File: src/rtl/shift_arith_seq_unit_pkg.sv
// Shared types for the shift/arithmetic sequential unit: opcodes and FSM states.
// Optional overflow output is enabled with the SHIFT_ARITH_OVF_EN macro.
package shift_arith_pkg;

    typedef enum logic [2:0] {
        OP_LSL = 3'd0,
        OP_ASR = 3'd1,
        OP_LSR = 3'd2,
        OP_ADD = 3'd3,
        OP_SUB = 3'd4,
        OP_MUL = 3'd5,
        OP_CAT = 3'd6,
        OP_ILL = 3'd7
    } op_e;

    typedef enum logic [1:0] {
        S_IDLE = 2'd0,
        S_EXEC = 2'd1,
        S_MUL  = 2'd2,
        S_DONE = 2'd3
    } state_e;

endpackage

File: src/rtl/shift_arith_seq_unit_if.sv
// Request/result bus of the shift/arithmetic unit.
// The ovf signal exists only when SHIFT_ARITH_OVF_EN is defined.
interface shift_arith_seq_unit_if #(
    parameter int WIDTH = 4
) ();
    localparam int SHW = $clog2(WIDTH);

    logic                 in_valid;
    logic                 in_ready;
    logic [2:0]           op;
    logic [WIDTH-1:0]     a;
    logic [WIDTH-1:0]     b;
    logic [SHW-1:0]       shamt;
    logic                 out_valid;
    logic                 out_ready;
    logic [2*WIDTH-1:0]   result;
    logic                 carry;
    logic                 op_err;
    logic                 busy;
`ifdef SHIFT_ARITH_OVF_EN
    logic                 ovf;
`endif

    // Requester / result consumer side
    modport master (
        output in_valid, op, a, b, shamt, out_ready,
        input  in_ready, out_valid, result, carry, op_err, busy
`ifdef SHIFT_ARITH_OVF_EN
        , input ovf
`endif
    );

    // Execution unit side
    modport slave (
        input  in_valid, op, a, b, shamt, out_ready,
        output in_ready, out_valid, result, carry, op_err, busy
`ifdef SHIFT_ARITH_OVF_EN
        , output ovf
`endif
    );

endinterface

File: src/rtl/shift_arith_seq_unit_mult.sv
// Sequential shift-add multiplier: loads operands on start, then runs exactly
// WIDTH iterations regardless of operand values; done pulses with the final product.
module seq_shift_add_mult #(
    parameter int WIDTH = 4
) (
    input  logic                 clk,
    input  logic                 rst_n,
    input  logic                 start,
    input  logic [WIDTH-1:0]     a,
    input  logic [WIDTH-1:0]     b,
    output logic                 done,
    output logic [2*WIDTH-1:0]   product
);
    localparam int CW = $clog2(WIDTH + 1);

    logic [2*WIDTH-1:0] acc_reg;
    logic [2*WIDTH-1:0] mcand_reg;
    logic [WIDTH-1:0]   mplier_reg;
    logic [CW-1:0]      cnt_reg;
    logic               done_reg;

    // One iteration per cycle: conditionally accumulate, then shift operands
    always_ff @(posedge clk or negedge rst_n) begin
        if (!rst_n) begin
            acc_reg    <= '0;
            mcand_reg  <= '0;
            mplier_reg <= '0;
            cnt_reg    <= '0;
            done_reg   <= 1'b0;
        end else begin
            done_reg <= 1'b0;
            if (start) begin
                acc_reg    <= '0;
                mcand_reg  <= {{WIDTH{1'b0}}, a};
                mplier_reg <= b;
                cnt_reg    <= CW'(WIDTH);
            end else if (cnt_reg != '0) begin
                if (mplier_reg[0]) begin
                    acc_reg <= acc_reg + mcand_reg;
                end
                mcand_reg  <= mcand_reg << 1;
                mplier_reg <= mplier_reg >> 1;
                cnt_reg    <= cnt_reg - CW'(1);
                if (cnt_reg == CW'(1)) begin
                    done_reg <= 1'b1;
                end
            end
        end
    end

    assign done    = done_reg;
    assign product = acc_reg;

endmodule

File: src/rtl/shift_arith_seq_unit.sv
// Registered shift/add/multiply execution unit, one transaction in flight.
// Define SHIFT_ARITH_OVF_EN to add the signed-overflow output (ovf).
module shift_arith_seq_unit
    import shift_arith_pkg::*;
#(
    parameter int WIDTH = 4
) (
    input  logic                   clk,
    input  logic                   rst_n,
    shift_arith_seq_unit_if.slave  bus
);
    localparam int SHW = $clog2(WIDTH);

    state_e               state_reg;
    op_e                  op_reg;
    logic [WIDTH-1:0]     a_reg;
    logic [WIDTH-1:0]     b_reg;
    logic [SHW-1:0]       shamt_reg;
    logic                 in_ready_reg;
    logic                 out_valid_reg;
    logic                 busy_reg;
    logic [2*WIDTH-1:0]   result_reg;
    logic                 carry_reg;
    logic                 op_err_reg;

    logic                 accept;
    logic                 mul_start;
    logic                 mul_done;
    logic [2*WIDTH-1:0]   mul_product;

    logic [WIDTH-1:0]     lsl_val;
    logic [WIDTH-1:0]     asr_val;
    logic [WIDTH-1:0]     lsr_val;
    logic [WIDTH:0]       sum_val;
    logic [WIDTH:0]       diff_val;
    logic [2*WIDTH-1:0]   result_next;
    logic                 carry_next;
    logic                 op_err_next;

    // in_ready is a pure register, so accept never loops back into it
    assign accept    = bus.in_valid && in_ready_reg;
    assign mul_start = accept && (op_e'(bus.op) == OP_MUL);

    seq_shift_add_mult #(.WIDTH(WIDTH)) u_mult (
        .clk     (clk),
        .rst_n   (rst_n),
        .start   (mul_start),
        .a       (bus.a),
        .b       (bus.b),
        .done    (mul_done),
        .product (mul_product)
    );

    // Single-cycle shift/add/cat datapath on the captured operands
    always_comb begin
        lsl_val     = a_reg << shamt_reg;
        asr_val     = $signed(a_reg) >>> shamt_reg;
        lsr_val     = a_reg >> shamt_reg;
        sum_val     = {1'b0, a_reg} + {1'b0, b_reg};
        diff_val    = {1'b0, a_reg} - {1'b0, b_reg};
        result_next = '0;
        carry_next  = 1'b0;
        op_err_next = 1'b0;
        case (op_reg)
            OP_LSL: result_next = {{WIDTH{1'b0}}, lsl_val};
            OP_ASR: result_next = {{WIDTH{asr_val[WIDTH-1]}}, asr_val};
            OP_LSR: result_next = {{WIDTH{1'b0}}, lsr_val};
            OP_ADD: begin
                result_next = {{WIDTH{1'b0}}, sum_val[WIDTH-1:0]};
                carry_next  = sum_val[WIDTH];
            end
            OP_SUB: begin
                result_next = {{WIDTH{1'b0}}, diff_val[WIDTH-1:0]};
                carry_next  = ~diff_val[WIDTH];
            end
            OP_MUL: result_next = '0;
            OP_CAT: result_next = {a_reg, a_reg[WIDTH-2:0], 1'b0};
            default: op_err_next = 1'b1;
        endcase
    end

`ifdef SHIFT_ARITH_OVF_EN
    logic                   ovf_reg;
    logic                   ovf_next;
    logic signed [2*WIDTH:0] lsl_wide;

    // Overflow: LSL is exact only if the wide signed shift equals the sign-extended truncated result
    always_comb begin
        lsl_wide = $signed({{(WIDTH+1){a_reg[WIDTH-1]}}, a_reg}) <<< shamt_reg;
        ovf_next = 1'b0;
        case (op_reg)
            OP_LSL: ovf_next = (lsl_wide != {{(WIDTH+1){lsl_val[WIDTH-1]}}, lsl_val});
            OP_ADD: ovf_next = (a_reg[WIDTH-1] == b_reg[WIDTH-1]) &&
                               (sum_val[WIDTH-1] != a_reg[WIDTH-1]);
            OP_SUB: ovf_next = (a_reg[WIDTH-1] != b_reg[WIDTH-1]) &&
                               (diff_val[WIDTH-1] != a_reg[WIDTH-1]);
            default: ovf_next = 1'b0;
        endcase
    end

    // Overflow flag is loaded and held alongside the result
    always_ff @(posedge clk or negedge rst_n) begin
        if (!rst_n) begin
            ovf_reg <= 1'b0;
        end else if (state_reg == S_EXEC) begin
            ovf_reg <= ovf_next;
        end else if (state_reg == S_MUL && mul_done) begin
            ovf_reg <= 1'b0;
        end
    end

    assign bus.ovf = ovf_reg;
`endif

    // Control FSM with operand capture and registered outputs
    always_ff @(posedge clk or negedge rst_n) begin
        if (!rst_n) begin
            state_reg     <= S_IDLE;
            op_reg        <= OP_LSL;
            a_reg         <= '0;
            b_reg         <= '0;
            shamt_reg     <= '0;
            in_ready_reg  <= 1'b1;
            out_valid_reg <= 1'b0;
            busy_reg      <= 1'b0;
            result_reg    <= '0;
            carry_reg     <= 1'b0;
            op_err_reg    <= 1'b0;
        end else begin
            case (state_reg)
                S_IDLE: begin
                    if (accept) begin
                        op_reg       <= op_e'(bus.op);
                        a_reg        <= bus.a;
                        b_reg        <= bus.b;
                        shamt_reg    <= bus.shamt;
                        in_ready_reg <= 1'b0;
                        busy_reg     <= 1'b1;
                        state_reg    <= (op_e'(bus.op) == OP_MUL) ? S_MUL : S_EXEC;
                    end
                end
                S_EXEC: begin
                    result_reg    <= result_next;
                    carry_reg     <= carry_next;
                    op_err_reg    <= op_err_next;
                    out_valid_reg <= 1'b1;
                    state_reg     <= S_DONE;
                end
                S_MUL: begin
                    if (mul_done) begin
                        result_reg    <= mul_product;
                        carry_reg     <= 1'b0;
                        op_err_reg    <= 1'b0;
                        out_valid_reg <= 1'b1;
                        state_reg     <= S_DONE;
                    end
                end
                S_DONE: begin
                    if (bus.out_ready) begin
                        out_valid_reg <= 1'b0;
                        in_ready_reg  <= 1'b1;
                        busy_reg      <= 1'b0;
                        state_reg     <= S_IDLE;
                    end
                end
                default: state_reg <= S_IDLE;
            endcase
        end
    end

    assign bus.in_ready  = in_ready_reg;
    assign bus.out_valid = out_valid_reg;
    assign bus.busy      = busy_reg;
    assign bus.result    = result_reg;
    assign bus.carry     = carry_reg;
    assign bus.op_err    = op_err_reg;

endmodule

File: src/flat_wrapper.sv
// flat-port wrapper written by rule: the top's interface ports become plain ports
module shift_arith_seq_unit_flat import shift_arith_pkg::*;
#(
    parameter int WIDTH = 4
)
  (clk, rst_n, bus_in_valid, bus_op, bus_a, bus_b, bus_shamt, bus_out_ready, bus_in_ready, bus_out_valid, bus_result, bus_carry, bus_op_err, bus_busy);
  shift_arith_seq_unit_if #(.WIDTH(WIDTH)) bus_i ();
  input  logic clk;
  input  logic rst_n;
  input wire logic [$bits(bus_i.in_valid)-1:0] bus_in_valid;
  input wire logic [$bits(bus_i.op)-1:0] bus_op;
  input wire logic [$bits(bus_i.a)-1:0] bus_a;
  input wire logic [$bits(bus_i.b)-1:0] bus_b;
  input wire logic [$bits(bus_i.shamt)-1:0] bus_shamt;
  input wire logic [$bits(bus_i.out_ready)-1:0] bus_out_ready;
  output wire logic [$bits(bus_i.in_ready)-1:0] bus_in_ready;
  output wire logic [$bits(bus_i.out_valid)-1:0] bus_out_valid;
  output wire logic [$bits(bus_i.result)-1:0] bus_result;
  output wire logic [$bits(bus_i.carry)-1:0] bus_carry;
  output wire logic [$bits(bus_i.op_err)-1:0] bus_op_err;
  output wire logic [$bits(bus_i.busy)-1:0] bus_busy;
  assign bus_i.in_valid = bus_in_valid;
  assign bus_i.op = bus_op;
  assign bus_i.a = bus_a;
  assign bus_i.b = bus_b;
  assign bus_i.shamt = bus_shamt;
  assign bus_i.out_ready = bus_out_ready;
  assign bus_in_ready = bus_i.in_ready;
  assign bus_out_valid = bus_i.out_valid;
  assign bus_result = bus_i.result;
  assign bus_carry = bus_i.carry;
  assign bus_op_err = bus_i.op_err;
  assign bus_busy = bus_i.busy;
  shift_arith_seq_unit #(.WIDTH(WIDTH)) u_core (.clk(clk), .rst_n(rst_n), .bus(bus_i));
endmodule
File: config.mk
export PLATFORM = sky130hd
export DESIGN_NAME = shift_arith_seq_unit_flat
export DESIGN_NICKNAME = d
export VERILOG_FILES = /design/src/rtl/shift_arith_seq_unit_pkg.sv /design/src/rtl/shift_arith_seq_unit_if.sv /design/src/rtl/shift_arith_seq_unit_mult.sv /design/src/rtl/shift_arith_seq_unit.sv /design/src/flat_wrapper.sv
export SDC_FILE = /design/constraint.sdc
export NUM_CORES = 1
export LEC_CHECK = 0
export CORE_MARGIN = 2
export CORE_UTILIZATION = 45
export CTS_CLUSTER_DIAMETER = 40
export CTS_CLUSTER_SIZE = 16
export DETAILED_ROUTE_END_ITERATION = 6
export PLACE_DENSITY = 0.64
export SYNTH_ARGS = -nofsm -noshare
export SYNTH_HDL_FRONTEND = slang
export SYNTH_SLANG_ARGS = --single-unit
export TNS_END_PERCENT = 10
File: constraint.sdc
create_clock -name clk -period 2.7 [get_ports clk]
set_input_delay 0.54 -clock clk [delete_from_list [all_inputs] [get_ports clk]]
set_output_delay 0.54 -clock clk [all_outputs]
set_load 0.01 [all_outputs]
== Yosys cells after proc, flatten, opt, wreduce, memory -nomap -nowiden ==
Cells that the tools add are included.
Storage, ports and cells
  bits in registers: 52
  input bits: 17
  output and inout bits: 13
  word-level logic and storage cells: 88
Cells by class
  add/sub/neg operators: 4
  equality and inequality tests: 14
  shift operators: 3
  mux-type cells: 33
  bitwise gates (word level): 1
  reduce and logical (&&, ||, !) cells: 17
Operators with widths (number)
  $mux 8: 6
  $pmux 8 s6: 1
  $pmux 8 s2: 1
  $eq 3x3->1 const B: 4
  $mux 1: 10
  $pmux 1 s2: 5
  $reduce_and 3->1: 3
  $add 8x8->8: 1
  $mux 2: 4
  $mux 4: 2
  $pmux 2 s4: 1
  $reduce_bool 2->1: 4
  $reduce_or 7->1: 1
  $eq 3x1->1 const B: 2
  $eq 3x2->1 const B: 2
  $mux 3: 2
  $reduce_and 2->1: 3
  $reduce_bool 3->1: 2
  $add 4x4->5: 1
  $sub 4x4->5: 1
  $eq 2x2->1 const B: 2
  $ne 2x2->1 const B: 2
  $shl 4x2->4: 1
  $shr 4x2->4: 1
  other kinds (9): 10

== Logic depth before layout (Yosys ltp) ==
Gate-level depths: netlist of run 1.
  word-level depth: 4
  gate-level depth with buffers: 9
  mapped depth without buffers: 9

== Cells and area by module ==
From an unflattened synthesis of run 1, not the netlist that was laid out.
Unflattened totals
  cell total of the unflattened synthesis: 350
  area, all modules: 3374.5 um^2
Modules (own cells, without submodules)
  shift_arith_seq_unit: instances 1, cells each 208, area each 2001.9 um^2, sequential area each 701.9 um^2
  seq_shift_add_mult: instances 1, cells each 142, area each 1372.6 um^2, sequential area each 600.6 um^2

== Worst setup path after synthesis of run 1 ==
OpenSTA, ideal clock, no wires.
  kind: register -> register
  from: register u_core.u_mult.mcand_reg[0]
  to: register u_core.u_mult.acc_reg[6] (netlist: u_core.u_mult.product[6])
  setup time: 122 ps
  data arrival time: 1635 ps
  data required time: 2578 ps
  setup slack: 944 ps
  cell stages (with the launch flop): 10
  path buffers: 0
  period minus slack after synthesis: 1756 ps
  path through: dfrtp_1 -> ha_1 -> inv_1 -> fa_1 -> inv_1 -> a21o_1 -> a21oi_1 -> o21ai_0 -> mux2i_1 -> nand2_1
Between the ends
  cells in the longest elaborated chain, start to end: 4
Ends and longest elaborated chain
  from (decl): RTL line shift_arith_seq_unit_mult.sv:17  | logic [2*WIDTH-1:0] mcand_reg;
  from (signal assigned): RTL line shift_arith_seq_unit_mult.sv:34  | mcand_reg <= {{WIDTH{1'b0}}, a};
  from (signal assigned): RTL line shift_arith_seq_unit_mult.sv:41  | mcand_reg <= mcand_reg << 1;
  $add 8x8->8: RTL line shift_arith_seq_unit_mult.sv:39  | acc_reg <= acc_reg + mcand_reg;
  $mux 8: RTL line shift_arith_seq_unit_mult.sv:38  | if (mplier_reg[0]) begin
  $mux 8: RTL line shift_arith_seq_unit_mult.sv:37  | end else if (cnt_reg != '0) begin
  $mux 8: RTL line shift_arith_seq_unit_mult.sv:32  | if (start) begin
  to (signal assigned): RTL line shift_arith_seq_unit_mult.sv:39
  to (decl): RTL line shift_arith_seq_unit_mult.sv:16  | logic [2*WIDTH-1:0] acc_reg;
No other way between the ends. The select of a mux whose other input is x is not followed.
A chain may end at the register's enable or synchronous reset.

== Final worst setup path of run 1 ==
Ends and elaborated chain as after synthesis.

==> results of run 1 <==
==> layer usage <==
layer,GRT usage [%],routed length (um),vias up
met2,31.4,3380,66
met3,3.23,325,13
li1,-,-,1317
met1,30.1,3660,1284
met5,0,0,-
met4,5.16,114,0
==> cell type report <==
class / count / area share, %
sequential: 52 / 34.6
clock inverter: 2 / 0.365
tap: 99 / 3.29
clock buffer: 6 / 2.19
multi-input combinational: 271 / 48.4
timing repair buffer: 38 / 9.37
inverter: 18 / 1.79
==> worst min-delay path by stage <==
| stage | slack, ns | startpoint | cells after the start | endpoint |
|---|---|---|---|---|
| detailed placement | 0.47 | u_core.bus.result[1] | 2 | u_core.bus.result[1] |
| CTS | 0.15 | rst_n | 1 | u_core.bus.busy |
| floorplan | 0.24 | rst_n | 0 | u_core.a_reg[0] |
| global placement | 0.46 | u_core.bus.op_err | 2 | u_core.bus.op_err |
| global route | 0.17 | rst_n | 1 | u_core.bus.busy |
| finish | 0.14 | rst_n | 1 | u_core.b_reg[1] |
==> per-stage QoR <==
stage | cells | power (mW)
floorplan | 359 | 3.07
global placement | 478 | 3.66
detailed placement | 478 | 3.71
CTS | 486 | 4.21
global route | 486 | 4.58
finish | 486 | 4.20
==> cells in the final DEF (no fill, tap or decap), types with 6 or more instances in the layout <==
cell and instances:
sky130_fd_sc_hd__nor2_1 30, sky130_fd_sc_hd__o21ai_0 23, sky130_fd_sc_hd__nor2b_1 9, sky130_fd_sc_hd__ha_1 21, sky130_fd_sc_hd__buf_4 9, sky130_fd_sc_hd__a21oi_1 36
sky130_fd_sc_hd__xor2_1 6, sky130_fd_sc_hd__inv_1 18, sky130_fd_sc_hd__mux2_2 13, sky130_fd_sc_hd__clkbuf_8 6, sky130_fd_sc_hd__nand2_1 48, sky130_fd_sc_hd__clkdlybuf4s50_1 28
sky130_fd_sc_hd__dfrtp_1 51, sky130_fd_sc_hd__mux2i_1 9
==> where the power goes <==
part | switching (mW) | internal [mW] | total (mW)
combinational | 1.22 | 1.05 | 2.27
clock | 0.272 | 0.210 | 0.482
sequential | 0.380 | 1.07 | 1.45
total | 1.87 | 2.33 | 4.20
==> cell families (layout without fill, tap and decap cells) <==
family,count (synthesis),count (layout),share of synthesized area (%)
multiplexers,22,22,7.22
AND/OR/NAND/NOR,112,112,15.7
flip-flops,52,52,39.8
AO/OA/AOI/OAI,104,104,20.3
XOR/XNOR,9,9,2.41
adder cells (fa/ha/maj),24,24,9.85
buffers and inverters,36,64,4.70
==> flow_summary.json, run 1 <==
{
  "outcome": "complete, no violations",
  "worstHoldPathType": "primary input to async pin",
  "post_synth_inst_count": 359,
  "worstMarginPinSlew_ns": 0.663,
  "grt.total_usage_pct": 20.4,
  "tritoncts_clock_tree": "built",
  "synthMostInstantiatedCell": "sky130_fd_sc_hd__dfrtp_1",
  "fin_nets": 427,
  "die_h_um": 89.3,
  "initial_core_util_pct": 45.9,
  "critical_path_buf_inv_count": 2,
  "regToRegStartpoint": "u_core.u_mult.mcand_reg[0]",
  "seq_cells_post_synth": 52,
  "rsz0062_at_grt": "false",
  "post_drt_via_cell_ratio": 5.51,
  "share_of_final_layout_standard_cells_stronger_than_drive_strength_1_pct": 10.1,
  "fmax_mhz": 499,
  "layout.core_utilization_pct": 52.8,
  "cpMostUsedCell": "sky130_fd_sc_hd__inv_1",
  "setup_violations": 0,
  "drc": 0,
  "dpl_cell_area_um2": 3670,
  "timing.critical_path.to": "u_core.u_mult.product[6]",
  "logic_depth_of_the_worst_path_buffers_included": 9,
  "reg2reg_setup_slack_ns": 0.70,
  "critical_path.startpoint_type": "flop",
  "class_of_the_most_critical_setup_path": "flop to flop",
  "worst_path_dominant_cell_family": "adder cells",
  "first_pass_grt_wire_length_um": 12500,
  "pre_cts_slack_ns": 0.549,
  "cts.sink_count": 52,
  "cell_by_cell_trace_of_the_critical_path": "ha_1 > inv_1 > fa_1 > inv_1 > a21o_1 > a21oi_1 > o21ai_0 > mux2i_1 > nand2_1",
  "floorplan.rows": 31,
  "yosysTopAreaCellShare_pct": 39.0,
  "crit_path_end_kind": "flop",
  "routedWlPerCell_um": 15.4,
  "final.setup.worst_slack_ns": 0.697,
  "path_clk_slew_ns": 0.10,
  "slowest_delay_ns": 0.42,
  "timing.clock.skew_ns": 0.00634,
  "worst_slew_margin_rel_pct": 55.6,
  "critical_path.startpoint": "u_core.u_mult.mcand_reg[0]",
  "worstPathArrival_ns": 2.20,
  "leakage_nw": 1.65,
  "post_synth_instance_area_um2": 3280,
  "dr_total_vias": 2680,
  "multiInputGateArea_um2": 1820,
  "weighted_congestion_at_the_end_of_routability_driven_global_placement": 0.868,
  "cap_viol_max_count": 0,
  "post_synth_most_frequent_cells": "51 x sky130_fd_sc_hd__dfrtp_1, 48 x sky130_fd_sc_hd__nand2_1, 36 x sky130_fd_sc_hd__a21oi_1, 30 x sky130_fd_sc_hd__nor2_1, 23 x sky130_fd_sc_hd__o21ai_0",
  "yosys.area.top_type": "sky130_fd_sc_hd__dfrtp_1",
  "firstDrtPassIters": 5,
  "synth_fp_nets": 400,
  "cts_buffers": 5,
  "grt_pass1_vias": 2447,
  "worst_hold_slack_ns": 0.138,
  "slowest_stage": "sky130_fd_sc_hd__dfrtp_1",
  "grt-ovfl-total": 0,
  "drtIter0Drc": 121,
  "synth-edff-count": 0,
  "finished_cell_area_um2": 3770,
  "cells_taking_the_most_area_after_synthesis": "sky130_fd_sc_hd__dfrtp_1 39%, sky130_fd_sc_hd__ha_1 8.0%, sky130_fd_sc_hd__a21oi_1 5.5%",
  "ys.flop_type": "sky130_fd_sc_hd__dfrtp_1",
  "critPathRequiredTime_ns": 2.90,
  "port-buffer-count": 29,
  "antenna_diode_count": 0,
  "floorplan.io_pins": 30,
  "areaGrowthSynthToFinish_pct": 15.0,
  "post_cts_resize_count": 0,
  "die-area_um2": 7980,
  "finalWorstPathRequiredPeriod_ns": 2.00,
  "ant_nets": 0,
  "hold_viol": 0,
  "htreeDepth": 2,
  "period_share_pct": 74.2,
  "core_area_um2": 7140,
  "detail_route.wirelength_um": 7480,
  "cp_max_fo": 3,
  "seq_area_frac_synth_pct": 39.8,
  "timing_max_transition_violations_final": 0,
  "cts_hold_buf": 0,
  "dp_hpwl_um": 5640,
  "sequential_cell_area_in_the_final_layout_um2": 1300,
  "cts_buffer_depth": 2,
  "ys_async_sr_fraction_pct": 100,
  "distinct_cell_type_count_of_the_synthesized_netlist": 53,
  "synth_area_per_cell_um2": 9.12,
  "post-cts-setup-buffer-count": 0,
  "clk_root_buffer_cell": "sky130_fd_sc_hd__clkbuf_8",
  "final.setup.tns_ns": 0,
  "die_width_um": 89.3,
  "worstSkewPairLatency_ns": 0.31,
  "fill_cells": 695,
  "vdd.ir_drop.worst_v": 0.000576,
  "timing.rr.end": "u_core.u_mult.product[6]",
  "grt_antenna_before_repair": 0,
  "largest_net_degree_at_the_start_of_global_routing": 37,
  "cellPowerDensity_nw_per_um2": 1110,
  "timing.reg2reg.worst_path_depth": 9,
  "yosys_warnings": 0
}
Power figures use the tool's default switching activity.
==> run 2: changes to the inputs <==
Settings changed: PLACE_DENSITY 0.64 to 0.66.
Clock period 2.7 ns to 1.8 ns, I/O delays scaled along.
==> run 2 against run 1 <==
Against the previous run:
- wire length rose by 1.3%
- sequential power increased by 41%
- worst setup slack lost 0.65 ns
- critical endpoint is now u_core.u_mult.product[7]
- largest power group unchanged
==> flow_summary.json, run 2 (same netlist as run 1, synthesis figures left out) <==
{
  "finalWorstPathRequiredPeriod_ns": 1.75,
  "worst_hold_slack_ns": 0.0176,
  "cts_buffer_depth": 2,
  "core_area_um2": 7140,
  "timing.reg2reg.worst_path_depth": 7,
  "grt_antenna_before_repair": 0,
  "grt.total_usage_pct": 20.4,
  "finished_cell_area_um2": 4100,
  "critPathRequiredTime_ns": 2.00,
  "hold_viol": 0,
  "floorplan.rows": 31,
  "final.setup.worst_slack_ns": 0.0496,
  "first_pass_grt_wire_length_um": 12600,
  "met1Wirelength_um": 3830,
  "grt_pass1_vias": 2539,
  "timing.rr.end": "u_core.u_mult.product[7]",
  "cts_hold_buf": 0,
  "leakage_nw": 1.80,
  "dp_hpwl_um": 5740,
  "port-buffer-count": 29,
  "dr_wl_met3_um": 221,
  "worstMarginPinSlew_ns": 0.350,
  "pre_cts_slack_ns": -0.0343,
  "timing.clock.skew_ns": 0.00809,
  "cell_internal_pwr_mw": 3.89,
  "top_layer_in_use": "met4",
  "layout.core_utilization_pct": 57.5,
  "regToRegStartpoint": "u_core.u_mult.mcand_reg[5]",
  "outcome": "complete, no violations",
  "cts.sink_count": 52,
  "clk_root_buffer_cell": "sky130_fd_sc_hd__clkbuf_8",
  "die_width_um": 89.3,
  "reg2reg_setup_slack_ns": 0.05,
  "antenna_diode_count": 0,
  "dpl_cell_area_um2": 3920,
  "share_comb_of_total_power_pct": 59.7,
  "class_of_the_most_critical_setup_path": "flop to flop",
  "htreeDepth": 2,
  "period_share_pct": 97.2,
  "largest_net_degree_at_the_start_of_global_routing": 53,
  "route.met2.wl_um": 3470,
  "fmax_mhz": 571,
  "die_h_um": 89.3,
  "firstDrtPassIters": 4,
  "cp_max_fo": 3,
  "cap_viol_max_count": 0,
  "fin_nets": 460,
  "detail_route.wirelength_um": 7580,
  "share_of_final_layout_standard_cells_stronger_than_drive_strength_1_pct": 21.7,
  "initial_core_util_pct": 45.9,
  "ant_nets": 0,
  "worstSkewPairLatency_ns": 0.31,
  "weighted_congestion_at_the_end_of_routability_driven_global_placement": 0.915,
  "grt-ovfl-total": 0,
  "drtIter0Drc": 105,
  "worstHoldPathType": "primary input to async pin",
  "critical_path.startpoint": "u_core.u_mult.mcand_reg[5]",
  "share_of_power_burned_in_the_clock_network_pct": 10.4,
  "critical_path.startpoint_type": "flop",
  "setup_violations": 0,
  "worstPathArrival_ns": 1.95,
  "dr_total_vias": 2733,
  "power_switching_mw": 2.95,
  "netSwitchingFraction_pct": 43.1,
  "vdd.ir_drop.worst_v": 0.000854,
  "rsz0062_at_grt": "true",
  "tritoncts_clock_tree": "built",
  "path_clk_slew_ns": 0.10,
  "floorplan.io_pins": 30,
  "pwr-share-seq_pct": 29.9,
  "fill_cells": 655,
  "areaGrowthSynthToFinish_pct": 25.2,
  "post_drt_via_cell_ratio": 5.27,
  "drc": 0,
  "cellPowerDensity_nw_per_um2": 1670,
  "timing.critical_path.to": "u_core.u_mult.product[7]",
  "timing_max_transition_violations_final": 0,
  "total_power_mw": 6.83,
  "routedWlPerCell_um": 14.6,
  "worst_slew_margin_rel_pct": 76.6,
  "cts_buffers": 5,
  "die-area_um2": 7980,
  "layout_commonest_cell": "sky130_fd_sc_hd__dfrtp_1",
  "mostFrequentLayoutCells": "50 x sky130_fd_sc_hd__dfrtp_1, 48 x sky130_fd_sc_hd__nand2_1, 41 x sky130_fd_sc_hd__buf_4",
  "crit_path_end_kind": "flop"
}
## run 2: power groups by stage
stage	clock, mW	sequential, mW	combinational [mW]
finish	0.711	2.05	4.08
CTS	0.727	2.02	3.95
detailed placement	0	2.04	3.93
global route	0.784	2.11	4.50
floorplan	0	1.98	2.63
global placement	0	2.03	3.89
## run 2: timing repair
item,in CTS,in global routing
buffers inserted,0,1
endpoints found under the setup margin,3,13
pin swaps,1,9
gates resized for setup,2,21
## run 2: how the worst min path moves through the flow
stage	slack, ns	startpoint	cells past startpoint	endpoint
floorplan	0.06	rst_n	0	u_core.a_reg[0]
global placement	0.37	rst_n	2	u_core.state_reg[0]
detailed placement	0.38	rst_n	2	u_core.bus.busy
CTS	0.04	rst_n	2	u_core.bus.busy
global route	0.04	rst_n	2	u_core.bus.busy
finish	0.02	rst_n	2	u_core.bus.busy
## run 2: per-layer routing
| layer | global-route usage [%] | up-vias |
|---|---|---|
| met5 | 0 | - |
| met4 | 4.48 | 0 |
| met3 | 3.14 | 5 |
| met2 | 31.5 | 49 |
| met1 | 30.5 | 1304 |
| li1 | - | 1375 |
## run 2: worst max-delay path, cell delays in order (launching register included)
cell                        delay [ns]
sky130_fd_sc_hd__dfrtp_1          0.41
sky130_fd_sc_hd__ha_1             0.23
sky130_fd_sc_hd__or4_4            0.52
sky130_fd_sc_hd__nor2_1           0.09
sky130_fd_sc_hd__mux2i_1          0.07
sky130_fd_sc_hd__o2111ai_1        0.12
sky130_fd_sc_hd__xor2_1           0.16
sky130_fd_sc_hd__nor2_1           0.05
## run 2: through the flow
| stage | cells | TNS, ns |
|---|---|---|
| after floorplan | 359 | 0 |
| after global placement | 510 | 0 |
| after detailed placement | 510 | -0.0343 |
| after CTS | 518 | -0.0204 |
| after global routing | 519 | -0.211 |
| final | 519 | 0 |
## run 2: layout make-up
class	instances	area, um2	share of cell area [%]
multi-input combinational	271	1900	46.3
sequential	52	1300	31.8
timing repair buffer	71	612	14.9
tap	99	124	3.02
clock buffer	7	86.3	2.11
inverter	18	67.6	1.65
clock inverter	1	7.51	0.183
==> patch 1, RTL diff (settings of run 2) <==
`WIDTH` is set to 4 in 4 places; all go to 2.
--- a/src/rtl/shift_arith_seq_unit_if.sv
+++ b/src/rtl/shift_arith_seq_unit_if.sv
@@ -2,5 +2,5 @@
 // The ovf signal exists only when SHIFT_ARITH_OVF_EN is defined.
 interface shift_arith_seq_unit_if #(
-    parameter int WIDTH = 4
+    parameter int WIDTH = 2
 ) ();
     localparam int SHW = $clog2(WIDTH);
--- a/src/rtl/shift_arith_seq_unit_mult.sv
+++ b/src/rtl/shift_arith_seq_unit_mult.sv
@@ -2,5 +2,5 @@
 // WIDTH iterations regardless of operand values; done pulses with the final product.
 module seq_shift_add_mult #(
-    parameter int WIDTH = 4
+    parameter int WIDTH = 2
 ) (
     input  logic                 clk,
--- a/src/rtl/shift_arith_seq_unit.sv
+++ b/src/rtl/shift_arith_seq_unit.sv
@@ -4,5 +4,5 @@
     import shift_arith_pkg::*;
 #(
-    parameter int WIDTH = 4
+    parameter int WIDTH = 2
 ) (
     input  logic                   clk,
--- a/src/flat_wrapper.sv
+++ b/src/flat_wrapper.sv
@@ -2,5 +2,5 @@
 module shift_arith_seq_unit_flat import shift_arith_pkg::*;
 #(
-    parameter int WIDTH = 4
+    parameter int WIDTH = 2
 )
   (clk, rst_n, bus_in_valid, bus_op, bus_a, bus_b, bus_shamt, bus_out_ready, bus_in_ready, bus_out_valid, bus_result, bus_carry, bus_op_err, bus_busy);
Interface: changed (resized bus_a, bus_b, bus_result and bus_shamt); port bits go from 30 to 21. The function was not compared with the original's and may differ.
==> patch 1 against run 2 <==
Synthesized area is 44% lower; via count is 49% lower; wire length is 53% lower; design area is 45% lower; worst setup slack better by 0.037 ns; sequential cell count is 20 lower; power is 44% lower.
==> patch 1: results (changes against run 2) <==
Outcome
  – Status: finished clean (unchanged)

Detailed routing
  – Avg WL per Cell: 13.8 um (was 14.6 um)
  – DR vias: 1,387 (was 2,733)
  – Met1 wire length: 1550 um (was 3830 um)
  – Met2 routed WL: 1800 um (was 3470 um)
  – Wire length on met3: 189 um (was 221 um)

Pwr
  – Pwr dens: 1680 nW/um^2 (was 1670 nW/um^2)
  – Sequential power share: 0.349 (was 0.299)
  – LEAKAGE: 1.03 nW (was 1.80 nW)
  – Peak VDD IR: 0.000861 V (was 0.000854 V)
  – Sw frac: 0.382 (was 0.431)
  – Power in combinational cells: 0.00187 W (was 0.00408 W)

Logic synthesis
  – Synth top area cells: dfrtp_1 (43%), ha_1 (7.6%), mux2_2 (5.6%), mux2i_1 (5.5%), nand2_1 (4.3%) (was dfrtp_1 (39%), ha_1 (8.0%), a21oi_1 (5.5%), nand2_1 (5.5%), mux2_2 (4.5%))
  – Synth Area per Inst: 10.2 um^2 (was 9.12 um^2)
  – Synth top cells by count: dfrtp_1 (31), nand2_1 (21), inv_1 (13) (was dfrtp_1 (51), nand2_1 (48), a21oi_1 (36))
  – Synth Area in Adders: 0.109 (was 0.0985)
  – Post-synthesis net count: 204 (was 400)
  – Post-synthesis mux area share: 0.111 (was 0.0722)
  – XOR/XNOR Fraction of Synth Area: 0.00962 (was 0.0241)

Final layout
  – Layout cell share with drive strength beyond 1: 0.176 (was 0.217)
  – Nets: 236 (was 460)
  – Fin area: 2250 um^2 (was 4100 um^2)
  – Final std cells w/o fill: 260 (was 519)
  – Fill cells: 328 (was 655)

Critical path
  – FF-to-FF Start: u_core.b_reg[0] (was u_core.u_mult.mcand_reg[5])
  – Crit path capture: u_core.bus.result[1] (was u_core.u_mult.product[7])
  – R2R setup slack: 0.09 ns (was 0.05 ns)
  – Crit path DAT: 1.88 ns (was 1.95 ns)

STA
  – Fin Hold WS: 0.473 ns (was 0.0176 ns)
  – Slew margin rel.: 0.726 (was 0.766)
  – Layout Skew: 0.00384 ns (was 0.00809 ns)

Global routing
  – Total GRT Usage: 0.181 (was 0.204)
  – Largest net degree at the start of global routing: 33 (was 53)
  – First-pass GRT wire length: 6020 um (was 12,600 um)
  – Met1 GRT Util: 0.218 (was 0.305)
  – GR Layer Usage met2: 0.305 (was 0.315)

Placed design
  – Placed cell areas: 2140 um^2 (was 3920 um^2)
  – Port bufs: 20 (was 29)
  – Placement Setup Slack: -0.0165 ns (was -0.0343 ns)
  – Post-DP HPWL: 2690 um (was 5740 um)

Clock network
  – Clock-pin slew on the worst setup and hold paths: 0.06 ns (was 0.10 ns)
  – Worst-Skew Late Latency: 0.29 ns (was 0.31 ns)
-- patch 1: changes by cell type in the layout (fill, tap and decap cells not counted), moves of 5 or more --
| cell | delta |
|---|---|
| buf_4 | -29 |
| a21oi_1 | -27 |
| nand2_1 | -27 |
| dfrtp_1 | -19 |
| nor2_1 | -18 |
| o21ai_0 | -12 |
| clkdlybuf4s50_1 | -8 |
| o21ai_1 | -6 |
| nor2b_1 | -5 |
| xor2_1 | -5 |
-- patch 1: repair_timing --
item	4_1_cts	5_1_grt
endpoints found under the setup margin	1	2
resized for setup	1	1
pin swaps	0	1
hold buffers	0	0
buffers inserted	0	1
-- patch 1: cell type report --
class,count,share of cell area
multi-input combinational,124,0.412
sequential,32,0.356
timing repair buffer,33,0.139
clock buffer,7,0.0427
tap,50,0.0277
inverter,14,0.0233
-- patch 1: critical path: stages (launching register included) --
cell      delay, ns
dfrtp_1        0.40
ha_1           0.22
fa_1           0.48
mux2i_1        0.09
a221oi_2       0.31
a221oi_2       0.10
==> patch 2, RTL diff (settings of run 2) <==
Without the edit above. Encoding of `state_e`: now Gray code (2 bits for 4 states).
--- a/src/rtl/shift_arith_seq_unit_pkg.sv
+++ b/src/rtl/shift_arith_seq_unit_pkg.sv
@@ -15,8 +15,8 @@
 
     typedef enum logic [1:0] {
-        S_IDLE = 2'd0,
-        S_EXEC = 2'd1,
-        S_MUL  = 2'd2,
-        S_DONE = 2'd3
+        S_IDLE = 2'b00,
+        S_EXEC = 2'b01,
+        S_MUL  = 2'b11,
+        S_DONE = 2'b10
     } state_e;
 
Behaviour: no difference found for any inputs over 10 cycles, from zero or initial values and one cycle with rst_n low; not proved beyond that.
==> patch 2 against run 2 <==
The run now ends with hold timing, setup timing left; sequential share of layout area grew 1.7 points; sequential cell count is the same; count of clock-buffer cells in the layout shrank 1; clock power grew 12%; power shrank 4.6%; design area shrank 4.9%; wire length shrank 0.48%; utilization shrank 0.40 points; sequential power grew 7%; synthesized area shrank 2.4%; global-route usage shrank 0.15 points; worst setup slack lost 0.13 ns; worst hold slack lost 0.028 ns; critical endpoint is now u_core.bus.result[2]; largest cell class unchanged.
==> patch 2: results (changes against run 2) <==
Detailed routing
  – Via density per instance: 5.38 (was 5.27)
  – Routed wire length: 7540 um (was 7580 um)
  – Detailed router's first-iteration violation count: 218 (was 105)

Critical path
  – Worst reg2reg path depth: 9 (was 7)
  – Crit Reg-Reg Endpoint: u_core.bus.result[2] (was u_core.u_mult.product[7])
  – CP delay by family, top: compound AO/OA/AOI/OAI gates (was simple AND/OR/NAND/NOR gates)
  – FF-to-FF Start: u_core.a_reg[0] (was u_core.u_mult.mcand_reg[5])
  – Largest stage delay, worst path: 0.40 ns (was 0.52 ns)
  – Crit path DAT: 2.07 ns (was 1.95 ns)
  – CP max-delay cell: dfrtp_1 (was or4_4)

STA
  – Fin Hold WS: -0.0105 ns (was 0.0176 ns)
  – Slew margin rel.: 0.693 (was 0.766)
  – Post-route setup slack: -0.0790 ns (was 0.0496 ns)
  – Final Hold Viols: 17 (was 0)
  – Final Setup Violations: 2 (was 0)
  – Layout Skew: 0.00517 ns (was 0.00809 ns)

Placed design
  – GPL Wtd Cong: 0.854 (was 0.915)
  – Post-DP HPWL: 5610 um (was 5740 um)

Outcome
  – Failing checks: hold timing, setup timing
  – Status: complete, but fails checks (was finished clean)

Global routing
  – Initial antenna violation count: 0 (unchanged)
  – First-pass GRT wire length: 12,200 um (was 12,600 um)
  – Largest net degree at the start of global routing: 34 (was 53)

Pwr
  – Peak VDD IR: 0.000686 V (was 0.000854 V)

Logic synthesis
  – Sequential area share after synthesis: 0.407 (was 0.398)
  – Post-synthesis net count: 392 (was 400)

Clock network
  – Worst-Skew Late Latency: 0.31 ns (about the same)

Final layout
  – Fill cells: 630 (was 655)
  – Layout cell share with drive strength beyond 1: 0.167 (was 0.217)
## patch 2: per-layer routing
metal | wire [um] | GRT usage
met1 | 3510 | 0.279
met2 | 3590 | 0.336
met3 | 349 | 0.0364
met4 | 89 | 0.0482
met5 | 0 | 0
## patch 2: cell families (layout without fill, tap and decap cells)
kind of cell | Yosys count | after routing | synth area share
AND/OR/NAND/NOR | 114 | 114 | 0.172
XOR/XNOR | 8 | 8 | 0.0219
adder cells (fa/ha/maj) | 21 | 21 | 0.0892
buffers and inverters | 38 | 86 | 0.0556
multiplexers | 16 | 16 | 0.0532
flip-flops | 52 | 52 | 0.407
AO/OA/AOI/OAI | 105 | 105 | 0.200
## patch 2: power breakdown
group	internal, W	switching (W)	total (W)
Sequential	0.00163	0.000556	0.00219
Combinational	0.00177	0.00177	0.00354
Clock	0.000413	0.000381	0.000794
Total	0.00381	0.00271	0.00652
## patch 2: metrics by stage
stage	setup slack, ns	instances	total power [W]	hold WS (ns)	cell area [um^2]
CTS	-0.0479	498	0.00649	0.0129	3880
floorplan	-0.0328	354	0.00446	0.0644	3200
finish	-0.0790	498	0.00652	-0.0105	3900
global route	-0.142	498	0.00704	0.0138	3900
detailed placement	-0.0811	488	0.00564	0.345	3750
global placement	-0.0290	488	0.00557	0.338	3750
## patch 2: area by class of cell
| class | instances | area share |
|---|---|---|
| inverter | 19 | 0.0183 |
| tap | 96 | 0.0308 |
| clock inverter | 2 | 0.00899 |
| multi-input combinational | 264 | 0.448 |
| timing repair buffer | 59 | 0.141 |
| clock buffer | 6 | 0.0186 |
| sequential | 52 | 0.335 |
## patch 2: what timing repair did
| action | in CTS | in global routing |
|---|---|---|
| endpoints found under the setup margin | 4 | 11 |
| gates resized for setup | 3 | 8 |
| buffers inserted | 2 | 0 |
| pin swaps | 3 | 2 |
## patch 2: worst reg2reg max path: stages (launching register included)
cell and delay, ns:
dfrtp_1 0.40, ha_2 0.20, inv_2 0.04, fa_2 0.35, xor2_1 0.15, nand2_1 0.06, o21ai_1 0.07, a21oi_1 0.13
o22ai_1 0.08, a221o_1 0.30
## patch 2: how the worst max path moves through the flow
stage,from,end,slack (ns)
global route,u_core.a_reg[0],u_core.bus.result[2],-0.14
floorplan,u_core.a_reg[0],u_core.bus.result[2],-0.03
detailed placement,u_core.b_reg[0],u_core.bus.result[2],-0.08
global placement,u_core.a_reg[0],u_core.bus.result[2],-0.03
CTS,u_core.b_reg[0],u_core.bus.result[2],-0.05
finish,u_core.a_reg[0],u_core.bus.result[2],-0.08
